===== config.mk =====
export PLATFORM = sky130hd
export DESIGN_NAME = product_accumulator
export DESIGN_NICKNAME = d
export VERILOG_FILES = /design/src/rtl/product_accumulator.sv
export SDC_FILE = /design/constraint.sdc
export NUM_CORES = 1
export LEC_CHECK = 0
export ABC_AREA = 1
export ABC_CLOCK_PERIOD_IN_PS = 4050
export BUFFER_PORTS_ARGS = -buffer_cell sky130_fd_sc_hd__buf_2
export CAP_MARGIN = 20
export CORE_ASPECT_RATIO = 0.7
export CORE_MARGIN = 3
export CORE_UTILIZATION = 57
export DETAILED_ROUTE_END_ITERATION = 8
export MAX_ROUTING_LAYER = met4
export PLACE_DENSITY = 0.81
export SLEW_MARGIN = 20
export SYNTH_ARGS = -nofsm -noshare
export SYNTH_HDL_FRONTEND = slang
export SYNTH_SLANG_ARGS = --single-unit

===== constraint.sdc =====
create_clock -name clk -period 4.05 [get_ports clk]
set_input_delay 0.81 -clock clk [delete_from_list [all_inputs] [get_ports clk]]
set_output_delay 0.81 -clock clk [all_outputs]
set_load 0.005 [all_outputs]

===== src/rtl/product_accumulator.sv =====
// Sums a run of n unsigned 8-bit products from a 4x4 multiplier.
// The input uses a valid/ready handshake; the result is held until downstream takes it.
//
// state | meaning
// IDLE  | waiting for start; acc keeps the last result
// ACCUM | accepting products; cnt_q counts the transfers still owed
// DONE  | acc holds the final sum; waiting for out_ready
module product_accumulator #(
  parameter int ACC_W = 12
) (
  input  logic             clk,
  input  logic             rst,
  input  logic             start,
  input  logic [3:0]       n,
  input  logic             in_valid,
  input  logic [7:0]       in_prod,
  output logic             in_ready,
  output logic             out_valid,
  input  logic             out_ready,
  output logic [ACC_W-1:0] acc,
  output logic             busy
);

  typedef enum logic [1:0] {
    IDLE  = 2'd0,
    ACCUM = 2'd1,
    DONE  = 2'd2
  } state_t;

  state_t           state_q, state_d;
  logic [ACC_W-1:0] acc_q, acc_d;
  logic [3:0]       cnt_q, cnt_d;

  always_ff @(posedge clk or posedge rst) begin
    if (rst) begin
      state_q <= IDLE;
      acc_q   <= '0;
      cnt_q   <= '0;
    end else begin
      state_q <= state_d;
      acc_q   <= acc_d;
      cnt_q   <= cnt_d;
    end
  end

  always_comb begin
    state_d = state_q;
    acc_d   = acc_q;
    cnt_d   = cnt_q;
    case (state_q)
      IDLE: begin
        if (start) begin
          acc_d = '0;
          // An empty run goes straight to DONE with a zero result
          if (n == 4'd0) begin
            state_d = DONE;
          end else begin
            cnt_d   = n;
            state_d = ACCUM;
          end
        end
      end
      ACCUM: begin
        if (in_valid) begin
          acc_d = acc_q + ACC_W'(in_prod);
          cnt_d = cnt_q - 4'd1;
          if (cnt_q == 4'd1) state_d = DONE;
        end
      end
      DONE: begin
        if (out_ready) state_d = IDLE;
      end
      default: state_d = IDLE;
    endcase
  end

  assign in_ready  = (state_q == ACCUM);
  assign out_valid = (state_q == DONE);
  assign busy      = (state_q != IDLE);
  assign acc       = acc_q;

endmodule


After elaboration in Yosys (flattened, before gate mapping):

Index checks and enable logic that the tools add are counted.

* add/sub/neg operators: 2
* eq/ne operators: 8
* mux-type cells: 13
* reduce and logical (&&, ||, !) cells: 7

Operators by type and width (count)
* 2-to-1 mux 12 bit: 2
* case mux 12 bit (2 select lines): 1
* adder 12 x 8 -> 12 bit: 1
* 2-to-1 mux 4 bit: 3
* 2-to-1 mux 2 bit: 5
* case mux 4 bit (2 select lines): 1
* AND reduction 4 bit: 2
* inequality test 2 bit (second input constant): 3
* case mux 2 bit (3 select lines): 1
* == test 4 x 1 -> 1 bit (second input constant): 1
* zero test 4 bit: 1
* inequality test 2 x 1 -> 1 bit (second input constant): 2
* nonzero test 2 bit: 2
* subtractor 4 x 1 -> 4 bit (second input constant): 1
* AND reduction 3 bit: 1
* == test 2 x 1 -> 1 bit (second input constant): 1
* == test 2 bit (second input constant): 1
* zero test 2 bit: 1

* register bits after elaboration: 18
* logic and storage cells: 33

Logic depth before layout (Yosys ltp):

Gate-level depths: netlist of run 1.

* depth in word-level cells: 4
* gate-level depth with buffers: 11

Worst setup path after synthesis of run 1:

OpenSTA, ideal clock, no wires.

* path type: input -> register
* start: input in_prod[0]
* end: register acc_q[10], in the netlist acc[10]
* library setup time: 114 ps
* arrival: 1935 ps
* data required time: 3936 ps
* path slack: 2001 ps
* stages on the path: 10
* buffers on the path: 0
* path through: ha_1 -> fa_1 -> nand2_1 -> a21oi_1 -> nand3_1 -> nand2_1 -> nand2_1 -> nand2_1 -> nand2_1 -> nor2_2

* word-level cells in the longest chain between the ends: 3

Ends and longest elaborated chain
* from (decl): RTL line 16 `input logic [7:0] in_prod,`
* adder 12 x 8 -> 12 bit: RTL line 65 `acc_d = acc_q + ACC_W'(in_prod);`
* 2-to-1 mux 12 bit: RTL line 64 `if (in_valid) begin`
* case mux 12 bit (2 select lines): RTL line 50 `case (state_q)`
* to (signal assigned): RTL line 37 `acc_q <= '0;`
* to (signal assigned): RTL line 41 `acc_q <= acc_d;`
* to (decl): RTL line 31 `logic [ACC_W-1:0] acc_q, acc_d;`

Every way passes these cells. The select of a mux whose other input is x is not followed.
A chain may end at the register's enable or synchronous reset.

Worst setup path in the final report of run 1:

* start: register state_q[1]
* end: output in_ready

* word-level cells in the longest chain between the ends: 1

Ends and longest elaborated chain
* from (decl): RTL line 30 `state_t state_q, state_d;`
* from (signal assigned): RTL line 40 `state_q <= state_d;`
* == test 2 x 1 -> 1 bit: RTL line 77 `assign in_ready = (state_q == ACCUM);`
* to (decl): RTL line 17 `output logic in_ready,`

Every way passes these cells.

==> results of run 1 <==
[power groups by stage]
stage,registers [mW],clock network (mW),logic [mW]
after floorplan,0.314,0,0.444
after global placement,0.317,0,0.588
after detailed placement,0.323,0,0.608
after CTS,0.319,0.116,0.615
after global routing,0.330,0.127,0.698
final,0.319,0.113,0.614
[worst max-delay path: cells and delay by family, from the launching register on]
family	cells	cell delay, ns
flip-flops	1	0.38
buffers and inverters	3	0.50
AND/OR/NAND/NOR	1	0.12
[flip-flops by register name, indices dropped and copies added, names as in the netlist]
signal   count
cnt_q        4
state_q      2
acc         12
[Yosys cell counts]
| cell type | instances | share of area |
|---|---|---|
| a31oi_1 | 1 | 0.0046 |
| nand4_1 | 3 | 0.014 |
| o211ai_2 | 1 | 0.0092 |
| xnor2_1 | 2 | 0.013 |
| nor2_1 | 18 | 0.050 |
| o21ai_2 | 2 | 0.013 |
| o21bai_1 | 2 | 0.011 |
| nand2_4 | 3 | 0.025 |
| inv_4 | 2 | 0.0092 |
| a21o_1 | 1 | 0.0055 |
| nor2_8 | 1 | 0.015 |
| o21ai_1 | 2 | 0.0073 |
| inv_2 | 1 | 0.0027 |
| fa_1 | 1 | 0.015 |
| a22o_2 | 2 | 0.015 |
| nand2_8 | 1 | 0.015 |
| a22oi_1 | 2 | 0.011 |
| ha_1 | 10 | 0.092 |
| inv_1 | 27 | 0.074 |
| nor2_2 | 2 | 0.0092 |
| o31ai_1 | 1 | 0.0055 |
| o21ai_0 | 10 | 0.037 |
| a21oi_2 | 1 | 0.0064 |
| nand2_1 | 51 | 0.14 |
| dfrtp_1 | 18 | 0.33 |
| xor2_1 | 1 | 0.0064 |
| nand3_1 | 12 | 0.044 |
| a21oi_1 | 6 | 0.022 |
[final cells by class]
type / count / area [sq um] / share of cell area
Multi-Input combinational cell: 136 / 796 / 0.499
Sequential cell: 18 / 450 / 0.282
Timing Repair Buffer: 31 / 155 / 0.0973
Inverter: 30 / 118 / 0.0737
Tap cell: 32 / 40.0 / 0.0251
Clock buffer: 4 / 36.3 / 0.0227
[how the worst max path moves through the flow]
stage | start | end | cells after the start
final | state_q[1]$_DFFE_PP0P_ | in_ready | 4
after global placement | in_prod[0] | acc[10]$_DFFE_PP0P_ | 11
after global routing | state_q[1]$_DFFE_PP0P_ | in_ready | 4
after CTS | state_q[1]$_DFFE_PP0P_ | in_ready | 4
after detailed placement | in_prod[0] | acc[10]$_DFFE_PP0P_ | 11
after floorplan | in_prod[0] | acc[10]$_DFFE_PP0P_ | 10
[metal layers]
metal	vias to the layer above	global-route usage	wire length (um)
met5	-	-	0
met4	0	0.0504	21
met3	4	0.0670	214
met2	41	0.373	1350
met1	586	0.300	1460
li1	665	-	-
[kinds of logic after synthesis]
group           after synthesis
flops                        18
simple gates                 91
xor+xnor                      3
fa+ha+maj                    11
compound gates               31
buf+inv                      30
[through the flow]
stage	setup WS, ns	hold slack, ns
after global routing	1.86	0.554
after global placement	1.82	0.489
final	1.95	0.520
after detailed placement	1.73	0.496
after floorplan	2.00	0.474
after CTS	1.94	0.524
==> flow_summary.json, run 1 <==
{
  "status": "finished, final reports clean",
  "synth-seq-cells": 18,
  "syn_to_final_growth_pct": 17.0,
  "vias": 1296,
  "rows": 14,
  "track_usage": 0.234,
  "rsz0062_at_grt": "no",
  "p_comb_frac": 0.587,
  "grt_pass1_vias": 1195,
  "drtIter0Drc": 63,
  "cts_buffer_depth": 2,
  "numCtsBuffers": 3,
  "synth_xor_area_frac": 0.0193,
  "path_class": "reg2out",
  "synth_cell_types": 28,
  "cpPeakStageDelay_ns": 0.38,
  "synthesis.area_sq_um": 1360,
  "cts.clk_slew.worst_paths_ns": 0.12,
  "peakVddDrop_mv": 0.474,
  "max-slew-margin-rel": 0.525,
  "switching_power_mw": 0.506,
  "maxCapViolations": 0,
  "rrSetupSlack_ns": 2.19,
  "cts_tree": "done",
  "cts_setup_buffers": 0,
  "finalNonFillerCells": 251,
  "regToRegEndpoint": "acc[10]$_DFFE_PP0P_",
  "fin_worst_skew_ns": 0.0174,
  "netlist_instances": 184,
  "p_seq_frac": 0.305,
  "cp-end-kind": "primary output",
  "dr.pass1.iters": 4,
  "antenna_cells": 0,
  "die_area_sq_um": 3030,
  "min_to": "acc[3]$_DFFE_PP0P_",
  "muxShareOfSynthArea": 0,
  "fmax_mhz": 476,
  "postRouteAntennaNets": 0,
  "hold_viol_final": 0,
  "yosys_warnings": 0,
  "place_hpwl_mm": 2.43,
  "ys_seq_area_frac": 0.330,
  "dpl.cell_count": 247,
  "cts_root_buf": "clkbuf_4",
  "fin_crit_sh": 0.518,
  "tightest_slew_ns": 0.711,
  "leakagePower_nw": 0.919,
  "synthAdderAreaFrac": 0.106,
  "fill_cells": 192,
  "cp_slowest_cell": "dfrtp_1",
  "min_path_cells": 2,
  "power.internal_mw": 0.540,
  "totalWireLength_mm": 3.05,
  "required_ns": 3.24,
  "htree_levels": 1,
  "portBuffers": 31,
  "cp_data_arrival_time_ns": 1.29,
  "fin_area_sq_um": 1600,
  "finalSetupTns_ns": 0,
  "hold_class": "reg2reg",
  "synth_compound_area_frac": 0.147,
  "r2r_cells": 10,
  "critPathMaxFanout": 7,
  "path_cells": "inv_1 > nand2_4 > inv_1 > buf_2",
  "gp_congestion": 0.916,
  "gr-total-overflow": 0,
  "synth.avg_cell_area_sq_um": 7.41,
  "fin_nets": 248,
  "power_mw": 1.05,
  "grt_max_degree": 19,
  "post-route-drc-count": 0,
  "grt_pass1_wl_mm": 5.17,
  "via_per_inst": 5.16,
  "clock_latency_ns": 0.30,
  "core-area_sq_um": 2210,
  "drive_gt1_frac": 0.233,
  "io_pins": 32,
  "cp-start-kind": "register",
  "crit_top_cell": "inv_1",
  "die_y_um": 46.9,
  "wl_per_cell_um": 12.1,
  "synth_top_family_by_area": "simple AND/OR/NAND/NOR gates",
  "maxSlewViolCount": 0,
  "cts_hold_buf": 0,
  "final_cell_mix": "51 x nand2_1, 31 x buf_2, 27 x inv_1, 18 x nor2_1, 18 x dfrtp_1",
  "post_cts_resized": 0,
  "swShare": 0.484,
  "die_w_um": 64.5,
  "synth_simple_gate_area_frac": 0.311,
  "power_density_nw_per_um2": 656,
  "antenna_found_initial": 0,
  "fin_util": 0.723,
  "postPlaceCellArea_sq_um": 1560,
  "synth_fp_nets": 212,
  "cts.sinks": 18,
  "fin_crit_ns": 2.10,
  "layout_commonest_cell": "nand2_1",
  "min_from": "acc[3]$_DFFE_PP0P_",
  "start_util": 0.618,
  "clockPowerShare": 0.108,
  "rr_startpoint": "acc[0]$_DFFE_PP0P_",
  "setup_violations": 0
}
Power figures use the tool's default switching activity.
==> run 2, diff against run 1 <==
Settings changed: ABC_CLOCK_PERIOD_IN_PS 4050 to 2100, CORE_UTILIZATION 57 to 53, PLACE_DENSITY 0.81 to 0.76.
Clock period 4.05 ns to 2.1 ns, I/O delays scaled along.
==> run 2 against run 1 <==
Net effect: sequential power rose by 93%; first-iteration DRC count fell by 30%; largest power group unchanged; critical endpoint is now acc[10]$_DFFE_PP0P_; total power rose by 100%; largest cell class unchanged.
==> flow_summary.json, run 2 (synthesized netlist as in run 1, its figures left out) <==
{
  "fin_nets": 248,
  "finalNonFillerCells": 251,
  "cts_tree": "done",
  "fmax_mhz": 559,
  "via_per_inst": 5.18,
  "die_area_sq_um": 3230,
  "max-slew-margin-rel": 0.516,
  "grt_max_degree": 19,
  "fin_crit_sh": 0.852,
  "fin_util": 0.703,
  "postRouteAntennaNets": 0,
  "drtIter0Drc": 44,
  "hold_class": "in2async",
  "fill_cells": 198,
  "cts_buffer_depth": 2,
  "maxCapViolations": 0,
  "post_cts_resized": 0,
  "io_pins": 32,
  "power_density_nw_per_um2": 1300,
  "die_y_um": 48.4,
  "fin_ws_ns": 0.311,
  "path_class": "reg2reg",
  "cp-start-kind": "register",
  "layout_commonest_cell": "nand2_1",
  "fin_crit_ns": 1.79,
  "dpl.cell_count": 247,
  "postPlaceCellArea_sq_um": 1560,
  "vias": 1299,
  "numCtsBuffers": 3,
  "grt_pass1_wl_mm": 5.41,
  "die_w_um": 66.6,
  "maxSlewViolCount": 0,
  "status": "finished, final reports clean",
  "place_hpwl_mm": 2.51,
  "largest_register_ffs": 12,
  "grt_pass1_vias": 1258,
  "cts.clk_slew.worst_paths_ns": 0.07,
  "cts.sinks": 18,
  "leakagePower_nw": 0.927,
  "totalWireLength_mm": 3.16,
  "dp_slack_ns": 0.194,
  "htree_levels": 1,
  "fin_area_sq_um": 1610,
  "antenna_found_initial": 0,
  "rows": 14,
  "holdWs_ns": 0.269,
  "power_mw": 2.09,
  "gr-total-overflow": 0,
  "final_cell_mix": "51 x nand2_1, 31 x buf_2, 27 x inv_1, 18 x nor2_1, 18 x dfrtp_1",
  "finalSetupTns_ns": 0,
  "hold_viol_final": 0,
  "track_usage": 0.216,
  "post-route-drc-count": 0,
  "rsz0062_at_grt": "no",
  "cp-end-kind": "register",
  "antenna_cells": 0,
  "cts_hold_buf": 0,
  "start_util": 0.594,
  "drive_gt1_frac": 0.233,
  "gp_congestion": 0.909,
  "fin_worst_skew_ns": 0.00311,
  "core-area_sq_um": 2290,
  "required_ns": 2.26,
  "setup_violations": 0,
  "clock_latency_ns": 0.26,
  "cts_setup_buffers": 0,
  "tightest_slew_ns": 0.725,
  "cp_data_arrival_time_ns": 1.95,
  "syn_to_final_growth_pct": 18.3,
  "dr.pass1.iters": 4,
  "cts_root_buf": "clkbuf_8",
  "wl_per_cell_um": 12.6,
  "critPathMaxFanout": 4,
  "portBuffers": 31,
  "peakVddDrop_mv": 0.582
}
## run 2: cell counts in the layout (fill, tap and decap cells not counted)
No cell type changed its count.
## run 2: cell type report
class | count | area [sq um] | share of cell area
Clock buffer | 4 | 55.1 | 0.0341
Inverter | 30 | 118 | 0.0729
Multi-Input combinational cell | 136 | 796 | 0.493
Sequential cell | 18 | 450 | 0.279
Tap cell | 32 | 40.0 | 0.0248
Timing Repair Buffer | 31 | 155 | 0.0961
## run 2: critical path: stages (launching register included)
cell	delay [ns]
dfrtp_1	0.40
ha_1	0.23
fa_1	0.39
nand2_1	0.10
a21oi_1	0.13
nand3_1	0.10
nand2_1	0.11
nand2_1	0.09
nand2_1	0.05
nand2_1	0.06
nor2_2	0.03
## run 2: path summary, 6_finish.rpt
check	from	to	slack, ns	depth (start not counted)
worst min-delay path	rst	acc[6]$_DFFE_PP0P_	0.27	2
worst min register to register	acc[4]$_DFFE_PP0P_	acc[4]$_DFFE_PP0P_	0.51	2
max in group asynchronous	rst	acc[8]$_DFFE_PP0P_	1.38	2
min in group clk	n[1]	cnt_q[1]$_DFFE_PP0P_	0.45	3
worst max register to register	acc[0]$_DFFE_PP0P_	acc[10]$_DFFE_PP0P_	0.31	10
worst max-delay path	acc[0]$_DFFE_PP0P_	acc[10]$_DFFE_PP0P_	0.31	10
## run 2: where the power goes
| part | switching [mW] | leakage [nW] | total [mW] | internal, mW |
|---|---|---|---|---|
| Sequential | 0.133 | 0.232 | 0.617 | 0.484 |
| Clock | 0.125 | 0.0288 | 0.292 | 0.167 |
| Combinational | 0.735 | 0.666 | 1.19 | 0.450 |
## run 2: layer usage
| layer | share of wire | track usage | wire length (um) |
|---|---|---|---|
| met5 | 0 | - | 0 |
| met4 | 0.0054 | 0.0372 | 17 |
| met3 | 0.054 | 0.0486 | 171 |
| met2 | 0.44 | 0.321 | 1390 |
| met1 | 0.50 | 0.305 | 1590 |
